==> config.mk <==
export PLATFORM = sky130hd
export DESIGN_NAME = sp_controller
export DESIGN_NICKNAME = d
export VERILOG_FILES = /design/src/rtl/sp_ctrl_pkg.sv /design/src/rtl/sp_controller.sv
export SDC_FILE = /design/constraint.sdc
export NUM_CORES = 1
export LEC_CHECK = 0
export CAP_MARGIN = 20
export CORE_ASPECT_RATIO = 1.2
export CORE_MARGIN = 5
export CORE_UTILIZATION = 44
export DETAILED_ROUTE_END_ITERATION = 10
export HOLD_SLACK_MARGIN = 0.1
export PLACE_DENSITY = 0.79
export SLEW_MARGIN = 15
export SYNTH_ARGS = -nofsm -noshare
export SYNTH_HDL_FRONTEND = slang
export SYNTH_SLANG_ARGS = --single-unit
==> constraint.sdc <==
create_clock -name clk -period 3.4 [get_ports clk]
set_clock_uncertainty 0.1 [all_clocks]
set_input_delay 1.02 -clock clk [delete_from_list [all_inputs] [get_ports clk]]
set_output_delay 1.02 -clock clk [all_outputs]
set_load 0.02 [all_outputs]
==> src/rtl/sp_ctrl_pkg.sv <==
`default_nettype none
// ============================================================================
//  Module      : sp_ctrl_pkg
//  Description : Shared constants for the stack-pointer controller.
//                - op_code values (PUSH/POP/CALL/RET)
//                - fault codes reported alongside done
//                - controller state encoding
//  Revision    : 1.0  initial release
// ============================================================================
package sp_ctrl_pkg;

    // Request op codes from the decode stage
    localparam logic [1:0] OP_PUSH = 2'b00;
    localparam logic [1:0] OP_POP  = 2'b01;
    localparam logic [1:0] OP_CALL = 2'b10;
    localparam logic [1:0] OP_RET  = 2'b11;

    // Fault codes reported with done
    localparam logic [1:0] FLT_NONE = 2'b00;
    localparam logic [1:0] FLT_OVF  = 2'b01;
    localparam logic [1:0] FLT_UNF  = 2'b10;

    // Controller states
    typedef enum logic [2:0] {
        ST_IDLE    = 3'd0,
        ST_WR_HI   = 3'd1,
        ST_WR_LO   = 3'd2,
        ST_RD_LO   = 3'd3,
        ST_RD_HI   = 3'd4,
        ST_RD_WAIT = 3'd5
    } sp_state_e;

    // PUSH and CALL both store a word; POP and RET both load one.
    function automatic logic is_store_op(input logic [1:0] code);
        return (code == OP_PUSH) || (code == OP_CALL);
    endfunction

endpackage
`default_nettype wire

==> src/rtl/sp_controller.sv <==
`default_nettype none
// ============================================================================
//  Module      : sp_controller
//  Description : Stack-pointer controller for the 16-bit core. Sequences
//                PUSH/POP/CALL/RET onto a byte-wide synchronous-read stack
//                memory, owns SP and reports overflow/underflow faults.
//                The stack grows downward; a word is stored high byte at
//                SP+1, low byte at SP.
//  Ports       : clk, rst (async, active high)
//                op_valid/op_code/op_data/op_ready  - request handshake
//                done/fault/fault_code              - completion status
//                result_data/result_is_ret          - popped word, RET flag
//                sp                                 - current stack pointer
//                mem_addr/mem_wdata/mem_we/mem_re   - stack memory port
//                mem_rdata                          - read byte (1-cycle lat.)
//  Revision    : 1.0  initial release
// ============================================================================
module sp_controller
    import sp_ctrl_pkg::*;
#(
    parameter int             W           = 16,
    parameter logic [W-1:0]   STACK_BASE  = 16'h0100,
    parameter logic [W-1:0]   STACK_LIMIT = 16'h00F8
) (
    input  logic          clk,
    input  logic          rst,
    input  logic          op_valid,
    input  logic [1:0]    op_code,
    input  logic [W-1:0]  op_data,
    output logic          op_ready,
    output logic          done,
    output logic          fault,
    output logic [1:0]    fault_code,
    output logic [W-1:0]  result_data,
    output logic          result_is_ret,
    output logic [W-1:0]  sp,
    output logic [W-1:0]  mem_addr,
    output logic [7:0]    mem_wdata,
    output logic          mem_we,
    output logic          mem_re,
    input  logic [7:0]    mem_rdata
);

    localparam logic [W-1:0] c_ONE   = W'(1);
    localparam logic [W-1:0] c_TWO   = W'(2);
    localparam logic [W:0]   c_TWO_X = (W+1)'(2);

    // Bounds are compared one bit wider than SP so no arithmetic can wrap.
    localparam logic [W:0]   c_OVF_BOUND = {1'b0, STACK_LIMIT} + c_TWO_X;
    localparam logic [W:0]   c_BASE_X    = {1'b0, STACK_BASE};

    sp_state_e      r_state;
    logic [W-1:0]   r_sp;
    logic [W-1:0]   r_data;          // word latched at acceptance
    logic           r_is_ret;        // latched op was RET
    logic [7:0]     r_lo;            // low byte captured during a pop
    logic           r_done;
    logic           r_fault;
    logic [1:0]     r_fault_code;
    logic [W-1:0]   r_result;
    logic           r_result_is_ret;

    logic           w_ovf;
    logic           w_unf;

    assign w_ovf = ({1'b0, r_sp} < c_OVF_BOUND);
    assign w_unf = (({1'b0, r_sp} + c_TWO_X) > c_BASE_X);

    // ------------------------------------------------------------------
    // Sequencer
    // ------------------------------------------------------------------
    always_ff @(posedge clk or posedge rst) begin
        if (rst) begin
            r_state         <= ST_IDLE;
            r_sp            <= STACK_BASE;
            r_data          <= '0;
            r_is_ret        <= 1'b0;
            r_lo            <= 8'h00;
            r_done          <= 1'b0;
            r_fault         <= 1'b0;
            r_fault_code    <= FLT_NONE;
            r_result        <= '0;
            r_result_is_ret <= 1'b0;
        end else begin
            r_done <= 1'b0;
            case (r_state)
                ST_IDLE: begin
                    if (op_valid) begin
                        r_data   <= op_data;
                        r_is_ret <= (op_code == OP_RET);
                        if (is_store_op(op_code)) begin
                            if (w_ovf) begin
                                // Rejected: report next cycle, stay idle
                                r_done          <= 1'b1;
                                r_fault         <= 1'b1;
                                r_fault_code    <= FLT_OVF;
                                r_result_is_ret <= 1'b0;
                            end else begin
                                r_state <= ST_WR_HI;
                            end
                        end else begin
                            if (w_unf) begin
                                r_done          <= 1'b1;
                                r_fault         <= 1'b1;
                                r_fault_code    <= FLT_UNF;
                                r_result_is_ret <= 1'b0;
                            end else begin
                                r_state <= ST_RD_LO;
                            end
                        end
                    end
                end
                ST_WR_HI: begin
                    r_state <= ST_WR_LO;
                end
                ST_WR_LO: begin
                    r_sp            <= r_sp - c_TWO;
                    r_state         <= ST_IDLE;
                    r_done          <= 1'b1;
                    r_fault         <= 1'b0;
                    r_fault_code    <= FLT_NONE;
                    r_result_is_ret <= 1'b0;
                end
                ST_RD_LO: begin
                    r_state <= ST_RD_HI;
                end
                ST_RD_HI: begin
                    // Data for the RD_LO read arrives this cycle
                    r_lo    <= mem_rdata;
                    r_state <= ST_RD_WAIT;
                end
                ST_RD_WAIT: begin
                    r_result        <= {mem_rdata, r_lo};
                    r_sp            <= r_sp + c_TWO;
                    r_state         <= ST_IDLE;
                    r_done          <= 1'b1;
                    r_fault         <= 1'b0;
                    r_fault_code    <= FLT_NONE;
                    r_result_is_ret <= r_is_ret;
                end
                default: begin
                    r_state <= ST_IDLE;
                end
            endcase
        end
    end

    // ------------------------------------------------------------------
    // Memory port: decoded from state so reset removes strobes at once
    // ------------------------------------------------------------------
    always_comb begin
        mem_addr  = '0;
        mem_wdata = 8'h00;
        mem_we    = 1'b0;
        mem_re    = 1'b0;
        case (r_state)
            ST_WR_HI: begin
                mem_addr  = r_sp - c_ONE;
                mem_wdata = r_data[W-1:W-8];
                mem_we    = 1'b1;
            end
            ST_WR_LO: begin
                mem_addr  = r_sp - c_TWO;
                mem_wdata = r_data[7:0];
                mem_we    = 1'b1;
            end
            ST_RD_LO: begin
                mem_addr = r_sp;
                mem_re   = 1'b1;
            end
            ST_RD_HI: begin
                mem_addr = r_sp + c_ONE;
                mem_re   = 1'b1;
            end
            default: begin
                mem_addr  = '0;
                mem_wdata = 8'h00;
                mem_we    = 1'b0;
                mem_re    = 1'b0;
            end
        endcase
    end

    assign op_ready      = (r_state == ST_IDLE);
    assign done          = r_done;
    assign fault         = r_fault;
    assign fault_code    = r_fault_code;
    assign result_data   = r_result;
    assign result_is_ret = r_result_is_ret;
    assign sp            = r_sp;

endmodule
`default_nettype wire
=== After elaboration in Yosys (flattened, before gate mapping) ===
Index checks and enable logic that the tools add are counted.

* Muxes and demuxes: 30
* Order comparisons: 2
* Add/sub/neg operators: 5
* Equality and inequality tests: 12
* Reductions and logical operators: 13

{| class="wikitable"
|+ Operators by type and width
! operator !! number
|-
| case mux 16 bit (4 select lines) || 1
|-
| case mux 16 bit (2 select lines) || 1
|-
| adder 16 x 2 -> 17 bit (second input constant) || 1
|-
| greater-than comparator 17 x 9 -> 1 bit (second input constant) || 1
|-
| adder 16 x 1 -> 16 bit (second input constant) || 1
|-
| adder 16 x 2 -> 16 bit (second input constant) || 1
|-
| < comparator 16 x 8 -> 1 bit (second input constant) || 1
|-
| case mux 8 bit (2 select lines) || 1
|-
| subtractor 16 x 1 -> 16 bit (second input constant) || 1
|-
| subtractor 16 x 2 -> 16 bit (second input constant) || 1
|-
| 2-to-1 mux 1 bit || 14
|-
| 2-to-1 mux 3 bit || 4
|-
| case mux 3 bit (4 select lines) || 1
|-
| 2-to-1 mux 2 bit || 4
|-
| AND reduction 4 bit || 2
|-
| equality test 3 x 2 -> 1 bit (second input constant) || 2
|-
| equality test 3 bit (second input constant) || 2
|-
| != test 3 bit (second input constant) || 2
|-
| OR reduction 2 bit || 3
|-
| equality test 2 bit (second input constant) || 2
|-
| case mux 1 bit (2 select lines) || 2
|-
| case mux 2 bit (2 select lines) || 1
|-
| nonzero test 2 bit || 2
|-
| equality test 3 x 1 -> 1 bit (second input constant) || 1
|-
| other kinds (10) || 10
|}

* Bits of input ports: 29
* Output and inout port bits: 64
* Flip-flop bits (word level): 65

=== Logic depth before layout (Yosys ltp) ===
Gate-level depths: netlist (run 1).

* Word-level depth: 6
* Depth in mapped cells: 11
* Depth with buffers taken out: 9

=== Worst setup path after synthesis (run 1) ===
Ideal clock, no wire load.

* Kind: register -> output
* Start: register r_sp[1], in the netlist sp[1]
* End: output port mem_addr[11]
* Path buffers: 2
* Path slack: -0.321 ns
* Arrival time: 2.601 ns
* Stages on the path, launching flop included: 9
* Required time: 2.280 ns
* Cell sequence: dfrtp_1 > buf_2 > inv_1 > ha_1 > or3b_4 > nand3b_4 > or4_4 > buf_6 > o31ai_1

* Cells in the longest elaborated chain, start to end: 2

{| class="wikitable"
|+ RTL lines
! item !! RTL line !! source
|-
| start, declared || sp_controller.sv:53 || <nowiki>logic [W-1:0] r_sp;</nowiki>
|-
| start signal, assigned || sp_controller.sv:117 || <nowiki>r_sp <= r_sp - c_TWO;</nowiki>
|-
| start signal, assigned || sp_controller.sv:134 || <nowiki>r_sp <= r_sp + c_TWO;</nowiki>
|-
| adder 16 x 1 -> 16 bit (tied with other cells) || sp_controller.sv:172 || <nowiki>mem_addr = r_sp + c_ONE;</nowiki>
|-
| case mux 16 bit (4 select lines) * || sp_controller.sv:156 || <nowiki>case (r_state)</nowiki>
|-
| end, declared || sp_controller.sv:37 || <nowiki>output logic [W-1:0] mem_addr,</nowiki>
|}

Every way passes the cells marked *; elsewhere a longest branch is shown, timed or not.

=== Worst setup path in the final report (run 1) ===
Ends and elaborated chain as after synthesis.

==> results.tsv, run 1 <==
stage	metric	value	unit
outcome	status	finished with violations	
outcome	violated checks	setup timing	
sta	slew margin rel.	0.469	
grt	Total GRT Usage	0.201	
power_and_ir_drop	Power Total	0.00481	W
logic_synthesis	sequential area share after synthesis	0.457	
finish	Area growth, synth to finish	40.7	%
logic_synthesis	Ys Warns	0	
sta	slew at the pin closest to its max-slew limit	0.794	ns
setup_path	crit-path cells	inv_4 -> ha_4 -> or3b_4 -> nand3b_4 -> or4_4 -> buf_4 -> a21o_1 -> nand2_1 -> o31ai_2 -> buf_4	
setup_path	CP max-delay cell	or4_4	
setup_path	crit path capture type	output port	
logic_synthesis	Netlist Area Pre-Place	3510	um^2
finish	post-layout util	0.637	
sta	fmax	270	MHz
die	Initial Utilization	0.453	
logic_synthesis	area leader, netlist	dfrtp_1	
detailed_routing	Vias/cell	5.41	
placement	HPWL after detailed placement	6900	um
setup_path	Critical Path Start Type	flip-flop	
grt	largest net degree at the start of global routing	65	
detailed_routing	Antenna Violating Nets Remaining	0	
logic_synthesis	syn avg cell area	8.43	um^2
setup_path	CP most frequent cell	buf_4	
detailed_routing	DR WL/cell	15.6	um
logic_synthesis	Post-synth ARST share	1.00	
sta	RSZ-0062 raised after global routing	true	
placement	routability cong.	0.980	
detailed_routing	total wire length	9780	um
logic_synthesis	Synthesized Nets	448	
sta	final number of hold-violating endpoints	0	
die	die height	108	um
grt	vias in the first global route	3309	
die	die area	9870	um^2
logic_synthesis	Post-synth EDFFs	0	
logic_synthesis	Netlist cell types	54	
detailed_routing	# DRC	0	
cts	# hold bufs at CTS	0	
sta	slack of the critical path	-0.306	ns
setup_path	Setup crit start	sp[1]	
sta	Final Max Slew Viols	0	
finish	final-layout fill cell count	674	
die	IO Count	93	
sta	endpoints failing setup	3	
logic_synthesis	post-synthesis instance total	416	
detailed_routing	via count	3396	
cts	clock latency on the worst-skew pair	0.34	ns
cts	Sink Count	64	
finish	# nets final	563	
power_and_ir_drop	worst vdd ir	0.418	mV
setup_path	critical path class	flip-flop to output port	
setup_path	Req. time, crit path	2.28	ns
die	FP Rows	35	
placement	PortBufs	91	
cts	CTS tree	done	
die	DIE WIDTH	91.5	um
cts	CTS clk-pin slew, worst paths	0.07	ns
cts	clk buf depth	2	
detailed_routing	DRT Pass-1 Iters	4	
setup_path	crit path DAT	2.59	ns
worst_hold_path	min-delay worst type	flip-flop to flip-flop	
logic_synthesis	Synth top area share	0.449	
die	core area	7750	um^2
power_and_ir_drop	leakage power	2.26	nW
cts	total CTS buffers	9	
setup_path	Worst path max stage delay	0.50	ns
setup_path	crit-path max FO	5	
setup_path	worst setup path end	mem_addr[11]	
setup_path	R2R depth	9	
grt	total gr overflow	0	
sta	Tcrit/Tclk final	1.09	
grt	initial antenna violation count	0	
run	max-cap violation count	0	
setup_path	worst r2r dst	result_is_ret	
power_and_ir_drop	Pwr per Cell Area	975	nW/um^2
sta	minimum clock period	3.71	ns
setup_path	RR Startpoint	sp[1]	
logic_synthesis	top cells by area, synth	dfrtp_1, nand2_1, o21ai_0	
cts	Max H-tree Level	3	
setup_path	r2r setup slk	0.81	ns
logic_synthesis	Synth Flop Type	dfrtp_1	
grt	global-route wire length before repair	15900	um
cts	clock root cell	clkbuf_8	
detailed_routing	First DRT Iteration DRCs	159	
finish	ratio of cells with drive above 1 in the final layout	0.215	
finish	Ant. Diodes	0	
logic_synthesis	Yosys reg bits	64	
## where the power goes
part / total (W) / internal, W / switching, W
sequential: 0.00137 / 0.00112 / 0.000244
clock: 0.000576 / 0.000264 / 0.000312
combinational: 0.00287 / 0.00125 / 0.00162
total: 0.00481 / 0.00264 / 0.00217
## worst max-delay path: cells and delay by family (launching register included)
family | cells | cell delay [ns]
flip-flops | 1 | 0.42
adder cells (fa/ha/maj) | 1 | 0.12
buffers and inverters | 3 | 0.39
AND/OR/NAND/NOR | 4 | 1.11
AO/OA/AOI/OAI | 2 | 0.20
## layout by cell type (no fill, tap or decap), types with 4 or more instances in the layout
cell | Yosys | routed
o21ai_0 | 28 | 23
xnor2_1 | 11 | 11
a21oi_1 | 7 | 7
nor3_1 | 14 | 10
a31oi_1 | 5 | 5
o21ai_1 | 0 | 4
dfrtp_1 | 63 | 61
mux2_2 | 8 | 8
nand4_1 | 7 | 7
clkbuf_2 | 1 | 6
buf_4 | 4 | 43
nor2_1 | 36 | 35
clkdlybuf4s50_1 | 0 | 75
a22oi_1 | 10 | 10
xor2_1 | 5 | 5
nand2_1 | 124 | 122
and2_1 | 5 | 5
buf_2 | 5 | 5
clkbuf_8 | 0 | 9
## layout make-up
cell class | instances | area [um^2] | share of cell area
multi-input combinational | 315 | 1810 | 0.368
tap | 92 | 115 | 0.0233
inverter | 6 | 28.8 | 0.00583
clock buffer | 9 | 124 | 0.0251
sequential | 64 | 1610 | 0.325
timing repair buffer | 135 | 1200 | 0.243
clock inverter | 7 | 47.5 | 0.00963
## per-stage QoR
| stage | hold WS (ns) | TNS (ns) | setup slack (ns) | instance area [um^2] | std cells |
|---|---|---|---|---|---|
| after floorplan | 0.335 | -0.180 | -0.0771 | 3560 | 416 |
| after global placement | 0.344 | -0.825 | -0.285 | 4730 | 607 |
| after detailed placement | 0.349 | -1.09 | -0.343 | 4730 | 607 |
| after CTS | 0.369 | -1.19 | -0.402 | 4930 | 628 |
| after global routing | 0.392 | -1.06 | -0.361 | 4930 | 628 |
| final | 0.367 | -0.813 | -0.306 | 4930 | 628 |
## logic make-up after synthesis
group | synth area share
other cells | 0.00107
compound gates | 0.124
xor+xnor | 0.0399
buf+inv | 0.0503
simple gates | 0.286
fa+ha+maj | 0.0107
mux | 0.0314
flops | 0.457
## layer usage
layer  GRT usage  share of wire  wire length [um]
met2       0.345           0.50              4940
met1       0.240           0.41              3990
met3      0.0545          0.070               688
met4      0.0711          0.017               164
met5           0              0                 0
## Yosys cell counts (all sizes together), types with 4 or more instances
library cell and number:
clkbuf 17, xnor2 11, a21oi 7, nand4 7, and3 4, buf 14
nor2 36, xor2 5, nor3 15, mux2 8, o31ai 4, a31oi 5
o21ai 28, and2 5, inv 5, or3 4, dfrtp 63, a22oi 10
nand2 124
## state kept, by name, indices dropped and copies added (netlist names), 2 cells and up
signal / cells
r_data: 16
r_state: 3
r_lo: 8
result_data: 16
fault_code: 2
sp: 15
## worst min path at each step
stage,startpoint,end,cells past startpoint
floorplan,r_lo[0],result_data[0],2
global placement,r_lo[7],result_data[7],2
detailed placement,r_lo[0],result_data[0],2
CTS,r_lo[0],result_data[0],2
global route,r_data[12],r_data[12],2
finish,r_lo[0],result_data[0],2
## timing repair
action,in CTS,in global routing
pin swaps,6,4
gates resized for setup,54,28
buffers inserted,5,0
setup endpoints to repair,16,13
Power figures use the tool's default switching activity.
==> run 2: changes to the inputs <==
--- a/config.mk
+++ b/config.mk
@@ -9,6 +9,7 @@
 export CORE_ASPECT_RATIO = 1.2
 export CORE_MARGIN = 5
 export CORE_UTILIZATION = 44
+export CTS_CLUSTER_SIZE = 28
 export DETAILED_ROUTE_END_ITERATION = 10
 export HOLD_SLACK_MARGIN = 0.1
 export PLACE_DENSITY = 0.79
==> results of run 2 <==
Final layout, timing and power as in run 1 (identical DEF).
==> variant (settings of run 1) <==
Encoding of `sp_state_e`: now one-hot (6 bits for 6 states).
--- a/src/rtl/sp_ctrl_pkg.sv
+++ b/src/rtl/sp_ctrl_pkg.sv
@@ -21,13 +21,13 @@
     localparam logic [1:0] FLT_UNF  = 2'b10;
 
     // Controller states
-    typedef enum logic [2:0] {
-        ST_IDLE    = 3'd0,
-        ST_WR_HI   = 3'd1,
-        ST_WR_LO   = 3'd2,
-        ST_RD_LO   = 3'd3,
-        ST_RD_HI   = 3'd4,
-        ST_RD_WAIT = 3'd5
+    typedef enum logic [5:0] {
+        ST_IDLE    = 6'b000001,
+        ST_WR_HI   = 6'b000010,
+        ST_WR_LO   = 6'b000100,
+        ST_RD_LO   = 6'b001000,
+        ST_RD_HI   = 6'b010000,
+        ST_RD_WAIT = 6'b100000
     } sp_state_e;
 
     // PUSH and CALL both store a word; POP and RET both load one.
Formal check against the unedited RTL: no difference found for any inputs over 10 cycles, from zero or initial values and one cycle with rst high; not proved beyond that.
==> variant against run 1 <==
The flow still finishes with violations (negative setup slack); count of clock-buffer cells in the layout is 2 higher; synthesized area rose by 2.1%; critical path depth stayed put; sequential cell count increased by 3; utilization rose by 3.6 points; design area up 9.3%; wire length up 10%; setup slack worse by 0.031 ns; critical endpoint unchanged.
Power is not compared: it rests on default switching activity, and its combinational part moved more than twofold at a synthesized area within 25%.
==> variant: results <==
{
  "fin_setup_tns_ns": -2.77,
  "hpwlAfterDp_mm": 7.10,
  "yosys.area_share.adder_pct": 0.698,
  "drt_iter0_drc": 202,
  "grt_pass1_wl_mm": 17.2,
  "via_count": 3604,
  "seq_area_frac_synth_pct": 46.9,
  "setup_viol_count_final": 15,
  "nets": 609,
  "rr_endpoint": "sp[14]",
  "nFillCells": 626,
  "grt_max_degree": 31,
  "max_stage_delay_ns": 0.48,
  "fin_ws_ns": -0.337,
  "tightest_slew_ns": 0.877,
  "synth_common_cells": "nand2_1, dfrtp_1, nor2_1",
  "place.gp.congestion": 0.858,
  "layout-drive-gt1-share_pct": 29.8,
  "reg2reg_from": "r_state[3]",
  "arrival_ns": 2.62,
  "synth.distinct_cells": 56,
  "synth_nets": 461,
  "gr-usage-all-layers_pct": 21.3,
  "wl_per_cell_um": 15.9,
  "status": "complete, but fails checks",
  "synth_area_leaders": "dfrtp_1, nand2_1, xnor2_1",
  "failed_checks": "negative setup slack"
}
## variant: changes by cell type in the layout (fill, tap and decap cells not counted), sizes merged, moves of 4 or more
cell	change
nor3b	+5
nor2	-11
or4	+6
nand4	-5
mux2	-8
inv	+5
clkdlybuf4s50	-11
nand2	+22
a22oi	-6
a22o	+7
a211oi	+4
buf	+46
nor3	-4
## variant: per-layer routing
layer  GRT usage, %  vias to the layer above  share of wire (%)
met5              0                        -                  0
met1           24.8                     1740                 40
met2           38.8                      113                 54
li1               -                     1732                  -
met4           9.24                        0                2.1
met3           3.38                       19                4.5
## variant: critical path, delay by kind of cell, from the launching register on
kind            cells  cell delay, ns
compound gates      2            0.24
fa+ha+maj           1            0.13
buf+inv             3            0.38
flops               1            0.41
simple gates        4            1.12
## variant: worst min path at each step
stage / from / endpoint / depth (start not counted)
after CTS: r_lo[3] / result_data[3] / 2
after global placement: r_lo[1] / result_data[1] / 2
final: r_is_ret / r_is_ret / 2
after global routing: r_data[0] / r_data[0] / 2
after floorplan: r_is_ret / r_is_ret / 2
after detailed placement: r_lo[3] / result_data[3] / 2
## variant: cell type report
cell class,instances,area [um^2],area share (%)
clock inverter,5,30.0,0.557
sequential,67,1680,31.1
clock buffer,11,131,2.44
timing repair buffer,170,1480,27.4
multi-input combinational,319,1920,35.5
inverter,11,41.3,0.765
tap,95,119,2.20
## variant: timing repair
item                       CTS  global route
setup buffers               22            12
gates resized for setup    146            38
hold buffers                 0             0
setup endpoints to repair   27            25
pin swaps                    7            16
## variant: cells by family after synthesis
group,Yosys count
other,1
buffers and inverters,44
muxes,2
adders and majority gates,2
AOI/OAI and AO/OA,69
and+or+nand+nor,229
xor gates and xnor gates,16
DFF,67
